File: config.mk
export PLATFORM = sky130hd
export DESIGN_NAME = control_unit
export DESIGN_NICKNAME = d
export VERILOG_FILES = /design/src/rtl/control_pkg.sv /design/src/rtl/control_unit_imm_gen.sv /design/src/rtl/control_unit.sv
export SDC_FILE = /design/constraint.sdc
export NUM_CORES = 1
export LEC_CHECK = 0
export CAP_MARGIN = 20
export CORE_UTILIZATION = 47
export DETAILED_ROUTE_END_ITERATION = 8
export GPL_TIMING_DRIVEN = 1
export PLACE_DENSITY = 0.77
export SETUP_SLACK_MARGIN = 0.3
export SKIP_CTS_REPAIR_TIMING = 1
export SLEW_MARGIN = 25
export SYNTH_ARGS = -nofsm -noshare
export SYNTH_HDL_FRONTEND = slang
export SYNTH_SLANG_ARGS = --single-unit
File: constraint.sdc
create_clock -name CLK -period 5 [get_ports CLK]
set_input_delay 1 -clock CLK [delete_from_list [all_inputs] [get_ports CLK]]
set_output_delay 1 -clock CLK [all_outputs]
set_load 0.02 [all_outputs]
File: src/rtl/control_pkg.sv
// Shared definitions for the RV64I multi-cycle controller.
// Holds opcode/funct constants, the FSM state and instruction-class enums,
// the instruction/PC widths and the instruction classifier.
package control_pkg;

   localparam int INSTR_W = 32;
   localparam int PC_W    = 64;

   localparam logic [6:0] OPC_OP     = 7'b0110011;
   localparam logic [6:0] OPC_OP_IMM = 7'b0010011;
   localparam logic [6:0] OPC_LOAD   = 7'b0000011;
   localparam logic [6:0] OPC_STORE  = 7'b0100011;

   localparam logic [2:0] F3_ADD     = 3'b000;
   localparam logic [2:0] F3_DWORD   = 3'b011;

   localparam logic [6:0] F7_ADD     = 7'b0000000;
   localparam logic [6:0] F7_SUB     = 7'b0100000;

   typedef enum logic [2:0] {
      S_FETCH  = 3'd0,
      S_DECODE = 3'd1,
      S_EXEC   = 3'd2,
      S_MEM    = 3'd3,
      S_WB     = 3'd4
   } state_t;

   // Instruction classes the controller distinguishes.
   typedef enum logic [2:0] {
      C_ILL  = 3'd0,
      C_ALU  = 3'd1,   // ADD / SUB
      C_ALUI = 3'd2,   // ADDI
      C_LD   = 3'd3,
      C_SD   = 3'd4
   } cls_t;

   function automatic cls_t classify(input logic [6:0] opcode,
                                     input logic [2:0] funct3,
                                     input logic [6:0] funct7);
      cls_t c;
      c = C_ILL;
      if (opcode == OPC_OP && funct3 == F3_ADD &&
          (funct7 == F7_ADD || funct7 == F7_SUB))
         c = C_ALU;
      else if (opcode == OPC_OP_IMM && funct3 == F3_ADD)
         c = C_ALUI;
      else if (opcode == OPC_LOAD && funct3 == F3_DWORD)
         c = C_LD;
      else if (opcode == OPC_STORE && funct3 == F3_DWORD)
         c = C_SD;
      return c;
   endfunction

endpackage

File: src/rtl/control_unit_imm_gen.sv
// imm_gen: extracts the raw 12-bit immediate from an instruction word.
// Latency: purely combinational. Backpressure: none.
// Ports: opcode, instr_31_20 (instr[31:20]), instr_11_7 (instr[11:7]) in; imm out.
module imm_gen
   import control_pkg::*;
(
   input  logic [6:0]  opcode,
   input  logic [11:0] instr_31_20,
   input  logic [4:0]  instr_11_7,
   output logic [11:0] imm
);

   always_comb begin
      imm = '0;
      case (opcode)
         OPC_OP_IMM, OPC_LOAD: imm = instr_31_20;
         // S-type splits the immediate around the rs2/rs1 fields.
         OPC_STORE:            imm = {instr_31_20[11:5], instr_11_7};
         default:              imm = '0;
      endcase
   end

endmodule

File: src/rtl/control_unit.sv
// control_unit: multi-cycle FETCH/DECODE/EXEC/MEM/WB controller for a
// subset of RV64I (ADD, SUB, ADDI, LD, SD).
// Latency: from accept edge k, ALU WE_RF at k+3, LD WE_RF at k+4, SD WE_MEM at k+2.
// Backpressure: instr_ready is high only in FETCH; instr_valid elsewhere is ignored.
// Ports: CLK/RST; instr_valid/instr/instr_ready handshake; pc; decoded
//        rs1/rs2/rd/immediate/sub/selects; WE_RF/WE_MEM strobes; illegal pulse.
module control_unit
   import control_pkg::*;
#(
   parameter logic [63:0] PC_RESET = 64'h0
)(
   input  logic        CLK,
   input  logic        RST,
   input  logic        instr_valid,
   input  logic [31:0] instr,
   output logic        instr_ready,
   output logic [63:0] pc,
   output logic [4:0]  rs1,
   output logic [4:0]  rs2,
   output logic [4:0]  rd,
   output logic [11:0] immediate,
   output logic        sub,
   output logic        WE_RF,
   output logic        WE_MEM,
   output logic        RF_din_sel,
   output logic        ULA_din2_sel,
   output logic        illegal
);

   state_t             state_q, state_d;
   logic [PC_W-1:0]    pc_q, pc_d;
   logic [INSTR_W-1:0] ir_q, ir_d;
   logic [4:0]         rs1_q, rs1_d, rs2_q, rs2_d, rd_q, rd_d;
   logic [11:0]        imm_q, imm_d;
   logic               sub_q, sub_d;
   logic               rf_din_sel_q, rf_din_sel_d;
   logic               ula_din2_sel_q, ula_din2_sel_d;

   logic [11:0]        imm_in;
   cls_t               cls_in, cls_ir;

   // Decoded fields are captured straight from the word being latched into
   // the instruction register, so they are already valid throughout DECODE.
   imm_gen u_imm_gen (
      .opcode      (instr[6:0]),
      .instr_31_20 (instr[31:20]),
      .instr_11_7  (instr[11:7]),
      .imm         (imm_in)
   );

   assign cls_in = classify(instr[6:0], instr[14:12], instr[31:25]);
   assign cls_ir = classify(ir_q[6:0], ir_q[14:12], ir_q[31:25]);

   always_comb begin
      state_d        = state_q;
      pc_d           = pc_q;
      ir_d           = ir_q;
      rs1_d          = rs1_q;
      rs2_d          = rs2_q;
      rd_d           = rd_q;
      imm_d          = imm_q;
      sub_d          = sub_q;
      rf_din_sel_d   = rf_din_sel_q;
      ula_din2_sel_d = ula_din2_sel_q;
      instr_ready    = 1'b0;
      WE_RF          = 1'b0;
      WE_MEM         = 1'b0;
      illegal        = 1'b0;

      case (state_q)
         S_FETCH: begin
            instr_ready = 1'b1;
            if (instr_valid) begin
               ir_d           = instr;
               rs1_d          = instr[19:15];
               rs2_d          = instr[24:20];
               rd_d           = instr[11:7];
               imm_d          = imm_in;
               sub_d          = (cls_in == C_ALU) && instr[30];
               rf_din_sel_d   = (cls_in == C_ALU) || (cls_in == C_ALUI);
               ula_din2_sel_d = (cls_in == C_ALUI) || (cls_in == C_LD) ||
                                (cls_in == C_SD);
               state_d        = S_DECODE;
            end
         end
         S_DECODE: begin
            if (cls_ir == C_ILL) begin
               illegal = 1'b1;
               pc_d    = pc_q + 64'd4;
               state_d = S_FETCH;
            end else begin
               state_d = S_EXEC;
            end
         end
         S_EXEC: begin
            if (cls_ir == C_SD) begin
               WE_MEM  = 1'b1;
               pc_d    = pc_q + 64'd4;
               state_d = S_FETCH;
            end else if (cls_ir == C_LD) begin
               state_d = S_MEM;
            end else begin
               state_d = S_WB;
            end
         end
         S_MEM: state_d = S_WB;
         S_WB: begin
            // x0 is hard-wired zero, so writing it is suppressed.
            WE_RF   = (rd_q != 5'd0);
            pc_d    = pc_q + 64'd4;
            state_d = S_FETCH;
         end
         default: state_d = S_FETCH;
      endcase
   end

   always_ff @(posedge CLK or posedge RST) begin
      if (RST) begin
         state_q        <= S_FETCH;
         pc_q           <= PC_RESET;
         ir_q           <= '0;
         rs1_q          <= '0;
         rs2_q          <= '0;
         rd_q           <= '0;
         imm_q          <= '0;
         sub_q          <= 1'b0;
         rf_din_sel_q   <= 1'b0;
         ula_din2_sel_q <= 1'b0;
      end else begin
         state_q        <= state_d;
         pc_q           <= pc_d;
         ir_q           <= ir_d;
         rs1_q          <= rs1_d;
         rs2_q          <= rs2_d;
         rd_q           <= rd_d;
         imm_q          <= imm_d;
         sub_q          <= sub_d;
         rf_din_sel_q   <= rf_din_sel_d;
         ula_din2_sel_q <= ula_din2_sel_d;
      end
   end

   assign pc           = pc_q;
   assign rs1          = rs1_q;
   assign rs2          = rs2_q;
   assign rd           = rd_q;
   assign immediate    = imm_q;
   assign sub          = sub_q;
   assign RF_din_sel   = rf_din_sel_q;
   assign ULA_din2_sel = ula_din2_sel_q;

endmodule
After elaboration in Yosys (flattened, before gate mapping) --
Cells that the tools add are included. Widths: inputs -> output; s select.
Storage, ports and cells: bits in latches 0, memories 0, register bits after elaboration 129, input port bits 35, output and inout bits 98, RAM bits 0, word-level logic and storage cells 86, ROM bits 0
Cells by class: div/mod/pow operators 0, multipliers 0, magnitude comparators 0, equality and inequality tests 25, bitwise operators 0, shift operators 0, reductions and logical operators 27, $add $sub $neg 1, multiplexer cells 23
Operators with widths (number):
- $pmux 64 s3 | 1
- $mux 64 | 2
- $add 64x3->64 const B | 1
- $eq 7x6->1 const B | 6
- $mux 3 | 11
- $pmux 12 s2 | 1
- $eq 3x2->1 const B | 7
- $eq 7x2->1 const B | 2
- $eq 7x5->1 const B | 2
- $logic_not 7->1 | 2
- $logic_not 3->1 | 4
- $pmux 3 s4 | 1
- $logic_and 1x1->1 | 11
- $eq 3x3->1 const B | 3
- $eq 3x1->1 const B | 2
- $mux 1 | 6
- $ne 2x2->1 const B | 3
- $logic_or 1x1->1 | 5
- $reduce_bool 5->1 | 1
- $reduce_and 3->1 | 1
- $reduce_bool 3->1 | 1
- $mux 2 | 1
- $reduce_and 2->1 | 1
- $reduce_or 2->1 | 1

Longest topological paths before layout --
Gate-level depths: netlist of the first run.
word-level depth 10, depth in mapped cells 8, mapped depth without buffers 6

Modules after synthesis --
From an unflattened synthesis of the first run, not the netlist that was laid out.
Unflattened totals: cell total of the unflattened synthesis 481, area, all modules 5476.5 µm²
By module, submodules not included:
- control_unit | cells an instance 445, area an instance 5213.8 µm², times used 1, seq. area each 2777.7 µm²
- imm_gen | cells an instance 36, area an instance 262.8 µm², times used 1, seq. area each 0.0 µm²

Least setup slack after synthesis of the first run --
Ideal clock, no wire load.
path kind register -> output, start point register ir_q[26], end point output illegal, required time 4000 ps, path slack 2538 ps, stages on the path, launching flop included 6, buffers on the path 0, data arrival time 1462 ps, path through dfrtp_1 or4_4 o31ai_4 a21oi_1 nor2_1 nor2b_1
On the way: word-level cells in the longest chain between the ends 7, elaborated cells between the ends (all ways) 8, classes of those cells eq/ne (1); mux (3); reduce/logical (4)
RTL lines:
- start: declaration | line control_unit.sv:32 | logic [INSTR_W-1:0] ir_q, ir_d;
- start signal: assignment | line control_unit.sv:132 | ir_q <= ir_d;
- $eq 7x6->1 / $logic_not 7->1 (equally long branches) | line control_pkg.sv:43 | (funct7 == F7_ADD || funct7 == F7_SUB))
- $logic_or 1x1->1 * | line control_pkg.sv:43
- $logic_and 1x1->1 * | line control_pkg.sv:42 | if (opcode == OPC_OP && funct3 == F3_ADD &&
- $mux 3 * | line control_pkg.sv:42
- $logic_not 3->1 * | line control_unit.sv:87 | if (cls_ir == C_ILL) begin
- $mux 1 * | line control_unit.sv:87
- $mux 1 * | line control_unit.sv:70 | case (state_q)
- end: declaration | line control_unit.sv:27 | output logic illegal
Mark *: on every way between the ends. The rest lies on a longest branch, timed or not.

Final worst setup path of the first run --
Same ends and word-level chain as after synthesis.

==> results of run 1 <==
-- cells in the mapped netlist, drive strengths merged (2+ instances only) --
cell type,number
a21o,2
a22o,6
a22oi,5
and3,5
and4,6
and4bb,2
buf,24
clkbuf,5
dfrtp,111
inv,9
mux2,31
nand2,39
nand2b,3
nand3,30
nand4,19
nor2,39
nor3,18
nor3b,4
nor4,6
nor4b,2
o21ai,6
o41ai,3
or2,4
or3,3
or4,4
xnor2,30
xor2,31
-- cells in the final DEF (no fill, tap or decap), drive strengths merged, types with 10 or more instances in the layout --
cell type      instances
nand2                 39
inv                   11
nor3                  18
dfrtp                111
xnor2                 30
clkbuf                10
clkdlybuf4s50        130
xor2                  31
mux2                  31
nand4                 19
nand3                 30
nor2                  39
-- cell families after synthesis --
kind of cell,Yosys count
AND/OR/NAND/NOR,187
AO/OA/AOI/OAI,29
buffers and inverters,38
other,1
XOR/XNOR,61
multiplexers,31
adder cells (fa/ha/maj),1
flip-flops,111
-- worst paths after layout --
kind                                             to  cells past startpoint                      from  slack, ns
setup reg to reg           immediate[7]$_DFFE_PP0P_                      4    state_q[0]$_DFFE_PP0P_       2.69
setup / recovery                            illegal                      6      ir_q[26]$_DFFE_PP0P_       1.52
hold reg to reg            immediate[0]$_DFFE_PP0P_                      2  immediate[0]$_DFFE_PP0P_       0.49
hold / removal             immediate[0]$_DFFE_PP0P_                      2  immediate[0]$_DFFE_PP0P_       0.49
min in group asynchronous        pc[52]$_DFFE_PP0P_                      2                       RST       1.11
max in group asynchronous        pc[53]$_DFFE_PP0P_                      3                       RST       3.06
-- layout make-up --
class                           instances  area share
Clock buffer                           10      0.0206
Clock inverter                          6     0.00654
Inverter                                9     0.00542
Multi-Input combinational cell        311       0.330
Sequential cell                       111       0.415
Tap cell                              140      0.0262
Timing Repair Buffer                  132       0.197
-- through the flow --
step	power, mW	hold slack (ns)
floorplan	1.24	0.480
global placement	1.36	0.461
detailed placement	1.36	0.470
CTS	1.88	0.493
global route	1.93	0.507
finish	1.86	0.487
-- registers in the layout, indices dropped and copies added, names as in the netlist --
register      flops
immediate        12
ir_q             31
RF_din_sel        1
pc               62
sub               1
ULA_din2_sel      1
state_q           3
-- critical path, delay by kind of cell (launching register included) --
kind	cells	cell delay, ns
AOI/OAI and AO/OA	2	0.36
DFF	1	0.39
buffers and inverters	1	0.56
and+or+nand+nor	3	0.79
-- power groups by stage --
| stage | clock, mW | sequential (mW) | combinational (mW) |
|---|---|---|---|
| finish | 0.514 | 1.02 | 0.321 |
| global route | 0.558 | 1.03 | 0.345 |
| detailed placement | 0 | 1.04 | 0.325 |
| floorplan | 0 | 1.05 | 0.182 |
| CTS | 0.528 | 1.02 | 0.326 |
| global placement | 0 | 1.04 | 0.320 |
-- routing by layer --
| layer | up-vias | wire length (um) | GRT usage |
|---|---|---|---|
| li1 | 1816 | - | - |
| met1 | 1901 | 5080 | 0.275 |
| met2 | 122 | 5230 | 0.325 |
| met3 | 15 | 670 | 0.0502 |
| met4 | 0 | 201 | 0.0665 |
| met5 | - | 0 | 0 |
==> key figures, run 1 <==
Run status
  • Outcome: finished clean

Synthesis
  • Adder-cell share of the synthesized area: 0.00240
  • Sequential share of the synthesized area: 0.532
  • Top post-synthesis cells by area: dfrtp_1, mux2_2, xor2_1
  • Post-Syn Area: 5220 sq um
  • Synth Flop Type: dfrtp_1
  • Simple-Gate Fraction of Synth Area: 0.202
  • Syn avg cell area: 11.4 sq um
  • Main combinational cell family by area after synthesis: simple AND/OR/NAND/NOR gates
  • Async SR Flop Fraction: 1.00
  • Compound-gate portion of the synthesized area: 0.0451
  • Yosys warns: 0
  • Cells after Synth: 459
  • XOR/XNOR share of the synthesized area: 0.104
  • Share of the synthesized area in the top cell type: 0.532
  • Synth cell types: 54
  • Post-synthesis mux area share: 0.0669
  • Area leader, netlist: dfrtp_1
  • Number of synthesized register bits: 111
  • Number of synthesized flops with an enable pin: 0

Placed design
  • Dpl cells: 703
  • Gp weighted congestion: 0.829
  • Cell Area, Placed: 6510 sq um
  • Hpwl dp: 8220 um
  • DP Worst Slack: 1.89 ns
  • IO buf count: 130

Die
  • I/O pin count: 133
  • Die X-Extent: 107 um
  • Core area: 10800 sq um
  • Die area: 11500 sq um
  • Initial Utilization: 0.481
  • Rows: 38
  • DIE HEIGHT: 107 um

Route
  • DR vias/cell: 5.36
  • 1st-pass router iterations: 4
  • Routed WL per cell: 15.5 um
  • Detailed Route WL: 11200 um
  • Via count: 3854
  • DR DRC count: 0
  • Initial drt markers: 163
  • Routed Antenna Nets: 0

Critical path
  • Critical path fanouts, max: 2
  • Worst Setup Start Kind: flop
  • Req. time, crit path: 4.00 ns
  • Critical path type: reg -> out
  • CP Capture Type: output pin
  • Slowest cell on the critical path: clkdlybuf4s50_1
  • Worst path max stage delay: 0.56 ns
  • WP data arrival: 2.48 ns
  • Cell Chain, Critical Path: or4_4 > o31ai_4 > a21oi_1 > nor2_1 > nor2b_1 > clkdlybuf4s50_1

Clocking
  • CTS root buf: clkbuf_8
  • Clock tree sinks: 111
  • H-tree levels: 3
  • Longest Clk Path Bufs: 2
  • Register clock-pin slew on the reported worst setup and hold paths: 0.11 ns
  • Clk_lat worst skew: 0.38 ns
  • Num CTS Buffers: 9
  • TritonCTS clock tree: done

STA
  • Final Hold Vio Count: 0
  • Final worst slack: 1.52 ns
  • Finish-stage setup viols: 0
  • Unrepaired setup endpoints after global routing: no
  • Max Slew Vio Count: 0
  • Worst Max-Slew Pin Slew: 0.760 ns
  • Setup Skew: 0.0144 ns
  • Final Cycle Share: 0.695
  • FMAX: 0.288 GHz
  • Tmin final: 3.48 ns
  • Max_slew headroom: 0.493
  • TNS Setup: 0 ns

Flow run
  • Maxcap violations: 0

Global routing
  • Initial antenna violation count: 0
  • Overflow after GRT: 0
  • Largest net degree at the start of global routing: 64
  • Gr usage total: 0.205
  • Vias in the first global route: 3785
  • Global-route wire length before repair: 18500 um

Power and ir drop
  • Sw Ratio: 0.289
  • Leakage dissipation: 2.82 nW
  • Power density cells: 277 nW/um^2
  • Int Pwr: 1.32 mW
  • Comb power frac: 0.173
  • Sequential power share: 0.550
  • Peak supply drop: 0.176 mV
  • Clock share of power: 0.277
  • Sw power: 0.536 mW

Final layout
  • Number of diodes: 0
  • Finished Core Util: 0.617
  • Fin nets: 610
  • Cell area after layout: 6690 sq um
  • Synthesis-to-layout area growth: 28.3%
  • Layout cells sized above 1: 0.126
  • Reg area: 2780 sq um
  • Fill count: 897
  • Multi-input combinational cell area: 2210 sq um
  • Non-Filler Instances: 719

Hold path
  • Hold crit path type: reg -> reg
Power figures use the tool's default switching activity.
==> inputs of run 2 (changes only) <==
--- a/config.mk
+++ b/config.mk
@@ -6,10 +6,10 @@
 export NUM_CORES = 1
 export LEC_CHECK = 0
 export CAP_MARGIN = 20
-export CORE_UTILIZATION = 47
+export CORE_UTILIZATION = 44
 export DETAILED_ROUTE_END_ITERATION = 8
 export GPL_TIMING_DRIVEN = 1
-export PLACE_DENSITY = 0.77
+export PLACE_DENSITY = 0.76
 export SETUP_SLACK_MARGIN = 0.3
 export SKIP_CTS_REPAIR_TIMING = 1
 export SLEW_MARGIN = 25
==> constraint.sdc (replaced) <==
create_clock -name CLK -period 3 [get_ports CLK]
set_input_delay 0.6 -clock CLK [delete_from_list [all_inputs] [get_ports CLK]]
set_output_delay 0.6 -clock CLK [all_outputs]
set_load 0.02 [all_outputs]
==> key figures, run 2 (same netlist as run 1, synthesis figures left out) <==
Hold path
  • WHS Path Cells: 1 (-1)
  • Hold Startpoint: pc[63]$_DFFE_PP0P_
  • Worst Hold End: pc[63]$_DFFE_PP0P_
  • Hold crit path type: reg -> reg

STA
  • FMAX: 0.381 GHz
  • Worst Max-Slew Pin Slew: 0.587 ns (-0.173 ns)
  • Final Hold Vio Count: 0 (unchanged)
  • Finish-stage setup viols: 0 (unchanged)
  • TNS Setup: 0 ns (unchanged)
  • Max Slew Vio Count: 0 (unchanged)
  • Tmin final: 2.63 ns
  • Final Cycle Share: 0.876
  • Setup Skew: 0.0140 ns (-0.000432 ns)
  • Max_slew headroom: 0.609 (+0.115)
  • Unrepaired setup endpoints after global routing: no

Critical path
  • WP data arrival: 2.03 ns (-0.45 ns)
  • Critical path type: reg -> out
  • CP Capture Type: output pin
  • Crit. Startpoint: ir_q[26]$_DFFE_PP0P_
  • Worst r2r path cells: 6 (+2)
  • Critical path fanouts, max: 2 (unchanged)
  • Req. time, crit path: 2.40 ns (-1.60 ns)
  • R2R Setup Slk: 0.73 ns (-1.96 ns)
  • Worst R2R Start: pc[31]$_DFFE_PP0P_
  • Worst Setup Start Kind: flop
  • Crit Reg-Reg Endpoint: pc[58]$_DFFE_PP0P_

Final layout
  • Commonest non-fill, non-tap cell in the layout: clkdlybuf4s50_1
  • Layout cells sized above 1: 0.133 (+0.00645)
  • Synthesis-to-layout area growth: 31.9%
  • Number of flip-flops under the largest register name: 62 (unchanged)
  • Most frequent cells in the layout: clkdlybuf4s50_1, dfrtp_1, nor2_1, nand2_1
  • Number of diodes: 0 (unchanged)
  • Fin nets: 612 (+0.33%)
  • Fill count: 922 (+2.8%)

Route
  • Detailed Route WL: 11800 um (+5.6%)
  • Via count: 3852 (-0.052%)
  • 1st-pass router iterations: 4 (unchanged)
  • Routed Antenna Nets: 0 (unchanged)
  • DR DRC count: 0 (unchanged)
  • DR vias/cell: 5.32 (-0.74%)
  • Routed WL per cell: 16.3 um (+4.9%)
  • Initial drt markers: 187 (+15%)

Global routing
  • GR met1 Demand/Resource: 0.245 (-0.0306)
  • GRT Max-Usage Layer: met2
  • Overflow after GRT: 0 (unchanged)
  • GRT met3 Usage: 0.0689 (+0.0186)
  • Largest net degree at the start of global routing: 112 (+75%)
  • Gr usage total: 0.200 (-0.00439)
  • GR Layer Usage met2: 0.336 (+0.0109)
  • Initial antenna violation count: 0 (unchanged)
  • Global-route wire length before repair: 19700 um (+6.3%)
  • Vias in the first global route: 3930 (+3.8%)

Die
  • Initial Utilization: 0.455 (-0.0263)
  • Die X-Extent: 111 um (+3.3%)
  • Rows: 39 (+2.6%)
  • I/O pin count: 133 (unchanged)
  • Core area: 11500 sq um (+5.8%)
  • DIE HEIGHT: 111 um (+3.3%)
  • Die area: 12300 sq um (+6.7%)

Clocking
  • Clk_lat worst skew: 0.35 ns (-0.03 ns)
  • CTS root buf: clkbuf_16
  • TritonCTS clock tree: done
  • Num CTS Buffers: 9 (unchanged)
  • H-tree levels: 3 (unchanged)
  • Clock tree sinks: 111 (unchanged)
  • Longest Clk Path Bufs: 2 (unchanged)
  • Register clock-pin slew on the reported worst setup and hold paths: 0.08 ns (-0.03 ns)

Power and ir drop
  • Leakage dissipation: 2.91 nW (+3.0%)
  • Peak supply drop: 0.339 mV (+93%)
  • Power Total: 3.51 mW (+89%)
  • Power density cells: 509 nW/um^2 (+84%)

Placed design
  • Gp weighted congestion: 0.828 (-0.11%)
  • IO buf count: 130 (unchanged)
  • Hpwl dp: 8540 um (+3.9%)

Flow run
  • Maxcap violations: 0 (unchanged)

Run status
  • Outcome: finished clean
run 2: how the worst max path moves through the flow:
stage	end	cells after the start
floorplan	sub$_DFFE_PP0P_	5
global placement	illegal	6
detailed placement	sub$_DFFE_PP0P_	4
CTS	illegal	6
global route	illegal	6
finish	illegal	6
run 2: power by group:
group | leakage, nW | internal (mW) | total, mW | switching (mW)
sequential | 1.47 | 1.60 | 1.71 | 0.110
combinational | 1.29 | 0.279 | 0.553 | 0.274
clock | 0.151 | 0.667 | 1.24 | 0.576
total | 2.91 | 2.55 | 3.51 | 0.960
run 2: metrics by stage:
stage          instance area, sq um  worst slack, ns  cells  utilization  hold WS (ns)
2_1_floorplan                  5230            0.874    460            -         0.480
3_5_place_dp                   6550            0.351    708        0.571         0.468
6_report                       6880            0.373    724        0.600         0.474
5_1_grt                        6880            0.324    724        0.600         0.498
3_3_place_gp                   6550            0.406    708        0.571         0.459
4_1_cts                        6870          0.00667    724        0.599         0.487
run 2: layout make-up:
cell class | count | area, sq um | share of cell area
inverter | 9 | 37.5 | 0.00545
timing repair buffer | 134 | 1360 | 0.197
tap | 143 | 179 | 0.0260
multi-input combinational | 311 | 2210 | 0.321
sequential | 111 | 2780 | 0.404
clock buffer | 9 | 225 | 0.0327
clock inverter | 7 | 91.3 | 0.0133
run 2: worst max-delay path, cell delays in order, from the launching register on:
cell and delay, ns:
dfrtp_1 0.37, or4_4 0.54, o31ai_4 0.26, a21oi_1 0.12
nor2_1 0.13, nor2b_1 0.06, dlymetal6s2s_1 0.21
run 2: layer usage:
metal | share of wire | up-vias
li1 | - | 1821
met1 | 0.43 | 1875
met2 | 0.48 | 147
met3 | 0.082 | 9
met4 | 0.011 | 0
met5 | 0 | -
